## src/rtl/mlaccel_smem_arbiter.sv

```systemverilog
`default_nettype none
// ==========================================================================
// Module   : mlaccel_smem_arbiter
// Brief    : round-robin sharing of the single-port SMEM by host, sequencer
//            fetch and compute, with a read-tag pipe matching RD_LATENCY
// Revision : 1.0
// ==========================================================================
module mlaccel_smem_arbiter #(
  parameter int ADDR_W     = 16,
  parameter int DATA_W     = 32,
  parameter int RD_LATENCY = 1
) (
  input  logic              clock,
  input  logic              reset,
  input  logic              host_valid,
  output logic              host_ready,
  input  logic              host_write,
  input  logic [ADDR_W-1:0] host_addr,
  input  logic [DATA_W-1:0] host_wdata,
  output logic [DATA_W-1:0] host_rdata,
  input  logic              seq_valid,
  output logic              seq_ready,
  input  logic [ADDR_W-1:0] seq_addr,
  output logic [DATA_W-1:0] seq_rdata,
  input  logic              comp_valid,
  output logic              comp_ready,
  input  logic              comp_write,
  input  logic [ADDR_W-1:0] comp_addr,
  input  logic [DATA_W-1:0] comp_wdata,
  output logic [DATA_W-1:0] comp_rdata,
  output logic              mem_en,
  output logic              mem_we,
  output logic [ADDR_W-1:0] mem_addr,
  output logic [DATA_W-1:0] mem_wdata,
  input  logic [DATA_W-1:0] mem_rdata,
  output logic              busy
);

  localparam logic [1:0] C_HOST = 2'd0;

  function automatic logic [1:0] f_inc(input logic [1:0] p);
    return (p == 2'd2) ? 2'd0 : p + 2'd1;
  endfunction

  // Four-entry views so a 2-bit port index never selects out of range
  logic [3:0]        w_elig;
  logic [3:0]        w_write;
  logic [ADDR_W-1:0] w_addr  [4];
  logic [DATA_W-1:0] w_wdata [4];
  logic [1:0]        w_cand0, w_cand1, w_cand2;
  logic              w_grant;
  logic [1:0]        w_grant_idx;
  logic [2:0]        w_grant_oh;
  logic [2:0]        w_rd_ready;
  logic [2:0]        w_ready;

  logic [1:0]            r_ptr;
  logic [2:0]            r_pending;
  logic [2:0]            r_wr_ready;
  logic [1:0]            r_issue_port;
  logic [RD_LATENCY-1:0] r_tag_v;
  logic [1:0]            r_tag_port [RD_LATENCY];

  assign w_elig     = {1'b0, {comp_valid, seq_valid, host_valid} & ~r_pending};
  assign w_write    = {1'b0, comp_write, 1'b0, host_write};
  assign w_addr[0]  = host_addr;
  assign w_addr[1]  = seq_addr;
  assign w_addr[2]  = comp_addr;
  assign w_addr[3]  = '0;
  assign w_wdata[0] = host_wdata;
  assign w_wdata[1] = '0;
  assign w_wdata[2] = comp_wdata;
  assign w_wdata[3] = '0;

  // Search order starts at the pointer and wraps host -> seq -> comp
  always_comb begin
    w_cand0     = r_ptr;
    w_cand1     = f_inc(r_ptr);
    w_cand2     = f_inc(w_cand1);
    w_grant     = 1'b1;
    w_grant_idx = w_cand0;
    if (w_elig[w_cand0]) begin
      w_grant_idx = w_cand0;
    end else if (w_elig[w_cand1]) begin
      w_grant_idx = w_cand1;
    end else if (w_elig[w_cand2]) begin
      w_grant_idx = w_cand2;
    end else begin
      w_grant = 1'b0;
    end
  end

  assign w_grant_oh = w_grant ? (3'b001 << w_grant_idx) : 3'b000;
  assign w_rd_ready = r_tag_v[RD_LATENCY-1] ? (3'b001 << r_tag_port[RD_LATENCY-1]) : 3'b000;
  assign w_ready    = r_wr_ready | w_rd_ready;

  always_ff @(posedge clock) begin
    if (reset) begin
      r_ptr        <= C_HOST;
      r_pending    <= '0;
      r_wr_ready   <= '0;
      r_issue_port <= C_HOST;
      r_tag_v      <= '0;
      for (int i = 0; i < RD_LATENCY; i++) r_tag_port[i] <= C_HOST;
      mem_en       <= 1'b0;
      mem_we       <= 1'b0;
      mem_addr     <= '0;
      mem_wdata    <= '0;
    end else begin
      r_pending  <= (r_pending & ~w_ready) | w_grant_oh;
      mem_en     <= w_grant;
      mem_we     <= w_grant && w_write[w_grant_idx];
      r_wr_ready <= (w_grant && w_write[w_grant_idx]) ? w_grant_oh : 3'b000;
      if (w_grant) begin
        r_ptr        <= f_inc(w_grant_idx);
        mem_addr     <= w_addr[w_grant_idx];
        mem_wdata    <= w_wdata[w_grant_idx];
        r_issue_port <= w_grant_idx;
      end
      // Tag enters behind the issue cycle so the tail lines up with mem_rdata
      for (int i = RD_LATENCY - 1; i > 0; i--) begin
        r_tag_v[i]    <= r_tag_v[i-1];
        r_tag_port[i] <= r_tag_port[i-1];
      end
      r_tag_v[0]    <= mem_en && !mem_we;
      r_tag_port[0] <= r_issue_port;
    end
  end

  assign host_ready = w_ready[0];
  assign seq_ready  = w_ready[1];
  assign comp_ready = w_ready[2];
  assign host_rdata = mem_rdata;
  assign seq_rdata  = mem_rdata;
  assign comp_rdata = mem_rdata;
  assign busy       = (|r_pending) || (|r_tag_v);

endmodule
`default_nettype wire
```

## config.mk

```make
export PLATFORM = sky130hd
export DESIGN_NAME = mlaccel_smem_arbiter
export DESIGN_NICKNAME = d
export VERILOG_FILES = /design/src/rtl/mlaccel_smem_arbiter.sv
export SDC_FILE = /design/constraint.sdc
export NUM_CORES = 1
export LEC_CHECK = 0
export ABC_AREA = 0
export BUFFER_PORTS_ARGS = -buffer_cell sky130_fd_sc_hd__buf_4
export CAP_MARGIN = 20
export CORE_AREA = 2 2 117 119
export CTS_CLUSTER_DIAMETER = 60
export CTS_CLUSTER_SIZE = 20
export DETAILED_ROUTE_END_ITERATION = 6
export DIE_AREA = 0 0 119 121
export SETUP_SLACK_MARGIN = 0.15
export SLEW_MARGIN = 40
export SYNTH_ARGS = -nofsm -noshare
export SYNTH_HDL_FRONTEND = slang
export SYNTH_SLANG_ARGS = --single-unit
```

## constraint.sdc

```tcl
create_clock -name clock -period 2.75 [get_ports clock]
set_clock_uncertainty 0.15 [all_clocks]
set_input_delay 0.825 -clock clock [delete_from_list [all_inputs] [get_ports clock]]
set_output_delay 0.825 -clock clock [all_outputs]
set_load 0.1 [all_outputs]
```

==> metrics.log <==
INFO  metric clock_power_share = 0.305
INFO  metric post-cts-setup-buffer-count = 0
INFO  metric fill_cells = approximately 1300
INFO  metric drt.antenna.violating_nets = 0
INFO  metric timing.critical_path.required = around 1.8 ns
INFO  metric routed-wl-met2 = 5830 µm
INFO  metric die_area = approximately 14000 µm²
INFO  metric final-instance-count-excl-fill = 640
INFO  metric layout.cells.most_common = sky130_fd_sc_hd__buf_4
INFO  metric fin_setup_tns = 0 ns
INFO  metric timing.max_slew.rel_slack = 0.633
INFO  metric path_class = reg2out
INFO  metric placement.io_buffers = between 150 and 200
INFO  metric initial_antenna_violation_count = 0
INFO  metric comb_power_share = 0.394
INFO  metric clk_root_buffer_cell = sky130_fd_sc_hd__clkbuf_16
INFO  metric netlist_area = 3560 µm²
INFO  metric grt.overflow.total = 0
INFO  metric synth_nets = about 540
INFO  metric post_synth.cell_area_avg = around 9 µm²
INFO  metric via_per_inst = around 4.8
INFO  metric worst_skew_pair.late_latency = 0.33 ns
INFO  metric cts_buffer_depth = 2
INFO  metric end_kind = primary output
INFO  metric synthArstFlopShare = 0
INFO  metric clock_tree.htree_level_count = 3
INFO  metric final_max_slew_viol_count = 0
INFO  metric numCtsBuffers = 9
INFO  metric timing_hold_violations_final = 0
INFO  metric power_density = roughly 790 nW/µm²
INFO  metric place_congestion = 0.774
INFO  metric dr.pass1.iters = 5
INFO  metric ios = about 300
INFO  metric numClockSinks = 63
INFO  metric groute.usage.overall = 0.144
INFO  metric tritoncts_clock_tree = built
INFO  metric fin_nets = between 600 and 700
INFO  metric ir_worst_vdd = between 400 and 500 µV
INFO  metric remaining_drc_errors = 0
INFO  metric core_area = 13100 µm²
INFO  metric floorplan.die.height = approximately 120 µm
INFO  metric number_of_enable_flip_flop_cells_after_synthesis = 0
INFO  metric max_cap_check_violation_count = 0
INFO  metric grt_pass1_vias = around 3000
INFO  metric timing.critical_path.from_type = flop
INFO  metric achievable-frequency = slightly above 400 MHz
INFO  metric detail_route.wl_per_cell = ~17 µm
INFO  metric p_sw = 1.51 mW
INFO  metric yosys_warnings = 0
INFO  metric fraction_of_power_spent_switching_nets = 0.411
INFO  metric mostFrequentLayoutCells = sky130_fd_sc_hd__buf_4 (180), sky130_fd_sc_hd__dfxtp_1 (63), sky130_fd_sc_hd__a221o_1 (31)
INFO  metric pre_cts_ws = roughly 0.18 ns
INFO  metric finalWirelength = about 11000 µm
INFO  metric placed_cells_incl_taps = 623
INFO  metric antenna_cells_inserted = 0
INFO  metric layout_min_cycle_time = 2.43 ns
INFO  metric met1Wirelength = between 3000 and 4000 µm
INFO  metric clk_pin_slew = ~0.05 ns
INFO  metric period_share = 0.885
INFO  metric hp_class = reg2reg
INFO  metric critical_path_arrival = 1.46 ns
INFO  metric seq_power_share = 0.301
INFO  metric worst_pin_slew = roughly 0.55 ns
INFO  metric flow.area_growth_from_synthesis = 29.8%
INFO  metric cts_hold_buffers = 0
INFO  metric drt-initial-drc-count = approximately 170
INFO  metric worst_path_max_fanout = 5
INFO  metric post_cts.resized_instances = 0
INFO  metric maximum_number_of_pins_on_one_net_before_global_route_repair = 35
INFO  metric power_leakage = just over 2 nW
INFO  metric dp_wirelength = approximately 8400 µm
INFO  metric intPower = ~2.2 mW
INFO  metric met3RoutedLength = approximately 900 µm
INFO  metric ys_seq_elements = 63
INFO  metric route.top_layer_used = met4
INFO  metric final_ws_setup = 0.316 ns
INFO  metric yosys.cell_types.count = 44
INFO  metric site_rows = 42
INFO  metric synthesis.instances = 384
INFO  metric num_vias = 3079
INFO  metric setup_viol_count_final = 0
INFO  metric outcome = complete, no violations
INFO  metric synth-main-ff-cell = sky130_fd_sc_hd__dfxtp_1
INFO  metric layout-drive-gt1-share = 0.459
INFO  metric die_w = roughly 120 µm
INFO  metric ys_seq_area_frac = 0.354
INFO  metric grt_first_pass_wirelength = 16000 µm
INFO  metric start_util = 0.272
INFO  metric rsz0062_at_grt = no
-- worst max-delay path, stage by stage (launching register included) --
cell and delay, ns:
sky130_fd_sc_hd__dfxtp_1 0.35, sky130_fd_sc_hd__or4_1 0.53, sky130_fd_sc_hd__buf_4 0.25
-- Yosys cell counts (3+ instances only) --
library cell | count | share of area
sky130_fd_sc_hd__a21o_1 | 5 | 0.011
sky130_fd_sc_hd__a21oi_1 | 13 | 0.018
sky130_fd_sc_hd__a221o_1 | 31 | 0.087
sky130_fd_sc_hd__a221oi_1 | 5 | 0.012
sky130_fd_sc_hd__a22oi_1 | 7 | 0.015
sky130_fd_sc_hd__a32oi_1 | 11 | 0.027
sky130_fd_sc_hd__and2_0 | 17 | 0.030
sky130_fd_sc_hd__and2_1 | 16 | 0.028
sky130_fd_sc_hd__buf_2 | 7 | 0.0098
sky130_fd_sc_hd__buf_4 | 99 | 0.21
sky130_fd_sc_hd__buf_6 | 3 | 0.0095
sky130_fd_sc_hd__clkbuf_1 | 8 | 0.0084
sky130_fd_sc_hd__dfxtp_1 | 63 | 0.35
sky130_fd_sc_hd__inv_1 | 7 | 0.0074
sky130_fd_sc_hd__mux2i_1 | 11 | 0.031
sky130_fd_sc_hd__nand2_1 | 10 | 0.011
sky130_fd_sc_hd__nor2_1 | 4 | 0.0042
sky130_fd_sc_hd__nor2_2 | 3 | 0.0053
sky130_fd_sc_hd__nor2b_1 | 5 | 0.0088
sky130_fd_sc_hd__o21ai_0 | 13 | 0.018
sky130_fd_sc_hd__o22ai_1 | 16 | 0.028
-- path summary, 6_finish.rpt --
check / startpoint / endpoint / slack [ns] / cells after the start
max: r_pending[1]$_SDFF_PP0_ / busy / 0.32 / 2
max reg2reg: r_ptr[1]$_SDFFE_PP0N_ / mem_wdata[12]$_SDFFE_PP0N_ / 0.59 / 6
min reg2reg: mem_we$_SDFF_PP0_ / r_tag_v$_SDFF_PP0_ / 0.27 / 1
min: mem_we$_SDFF_PP0_ / r_tag_v$_SDFF_PP0_ / 0.27 / 1
-- power by group through the flow --
| stage | logic, mW | registers, mW | clock network (mW) |
|---|---|---|---|
| floorplan | 1.06 | 1.76 | 0 |
| global placement | 1.43 | 1.12 | 0 |
| detailed placement | 1.45 | 1.12 | 0 |
| CTS | 1.45 | 1.10 | 1.15 |
| global route | 1.51 | 1.12 | 1.19 |
| finish | 1.45 | 1.10 | 1.12 |
-- area by class of cell --
cell class / count / area [µm²] / share of cell area
clock buffers: 10 / 239 / 0.0517
clock inverters: 6 / 60.1 / 0.0130
inverters: 7 / 26.3 / 0.00569
multi-input cells: 196 / 1440 / 0.311
flip-flops and latches: 63 / 1260 / 0.273
well taps: 176 / 220 / 0.0477
repair buffers: 182 / 1380 / 0.298
-- stage by stage --
stage                     total power [mW]   util  hold WS [ns]  area (µm²)
after detailed placement              2.56  0.329         0.261        4310
after floorplan                       2.82      -         0.283        3560
after CTS                             3.70  0.352         0.274        4610
final                                 3.67  0.353         0.270        4620
after global routing                  3.81  0.353         0.296        4620
after global placement                2.55  0.329         0.274        4310
-- sequential cells by signal (all words and copies together), names as in the netlist --
name,count
mem_addr,16
r_wr_ready,3
r_tag_port,2
mem_wdata,32
r_issue_port,2
r_ptr,2
r_tag_v,1
mem_en,1
mem_we,1
r_pending,3
-- routing by layer --
layer	up-vias	GRT usage
li1	1445	-
met1	1418	0.152
met2	185	0.258
met3	31	0.0390
met4	0	0.0871
met5	-	0
-- cell families after synthesis --
kind of cell	after synthesis	synth area share
multiplexers	11	0.0309
other	1	0.00105
AND/OR/NAND/NOR	73	0.129
AO/OA/AOI/OAI	111	0.239
flip-flops	63	0.354
buffers and inverters	125	0.245
Power figures use the tool's default switching activity.
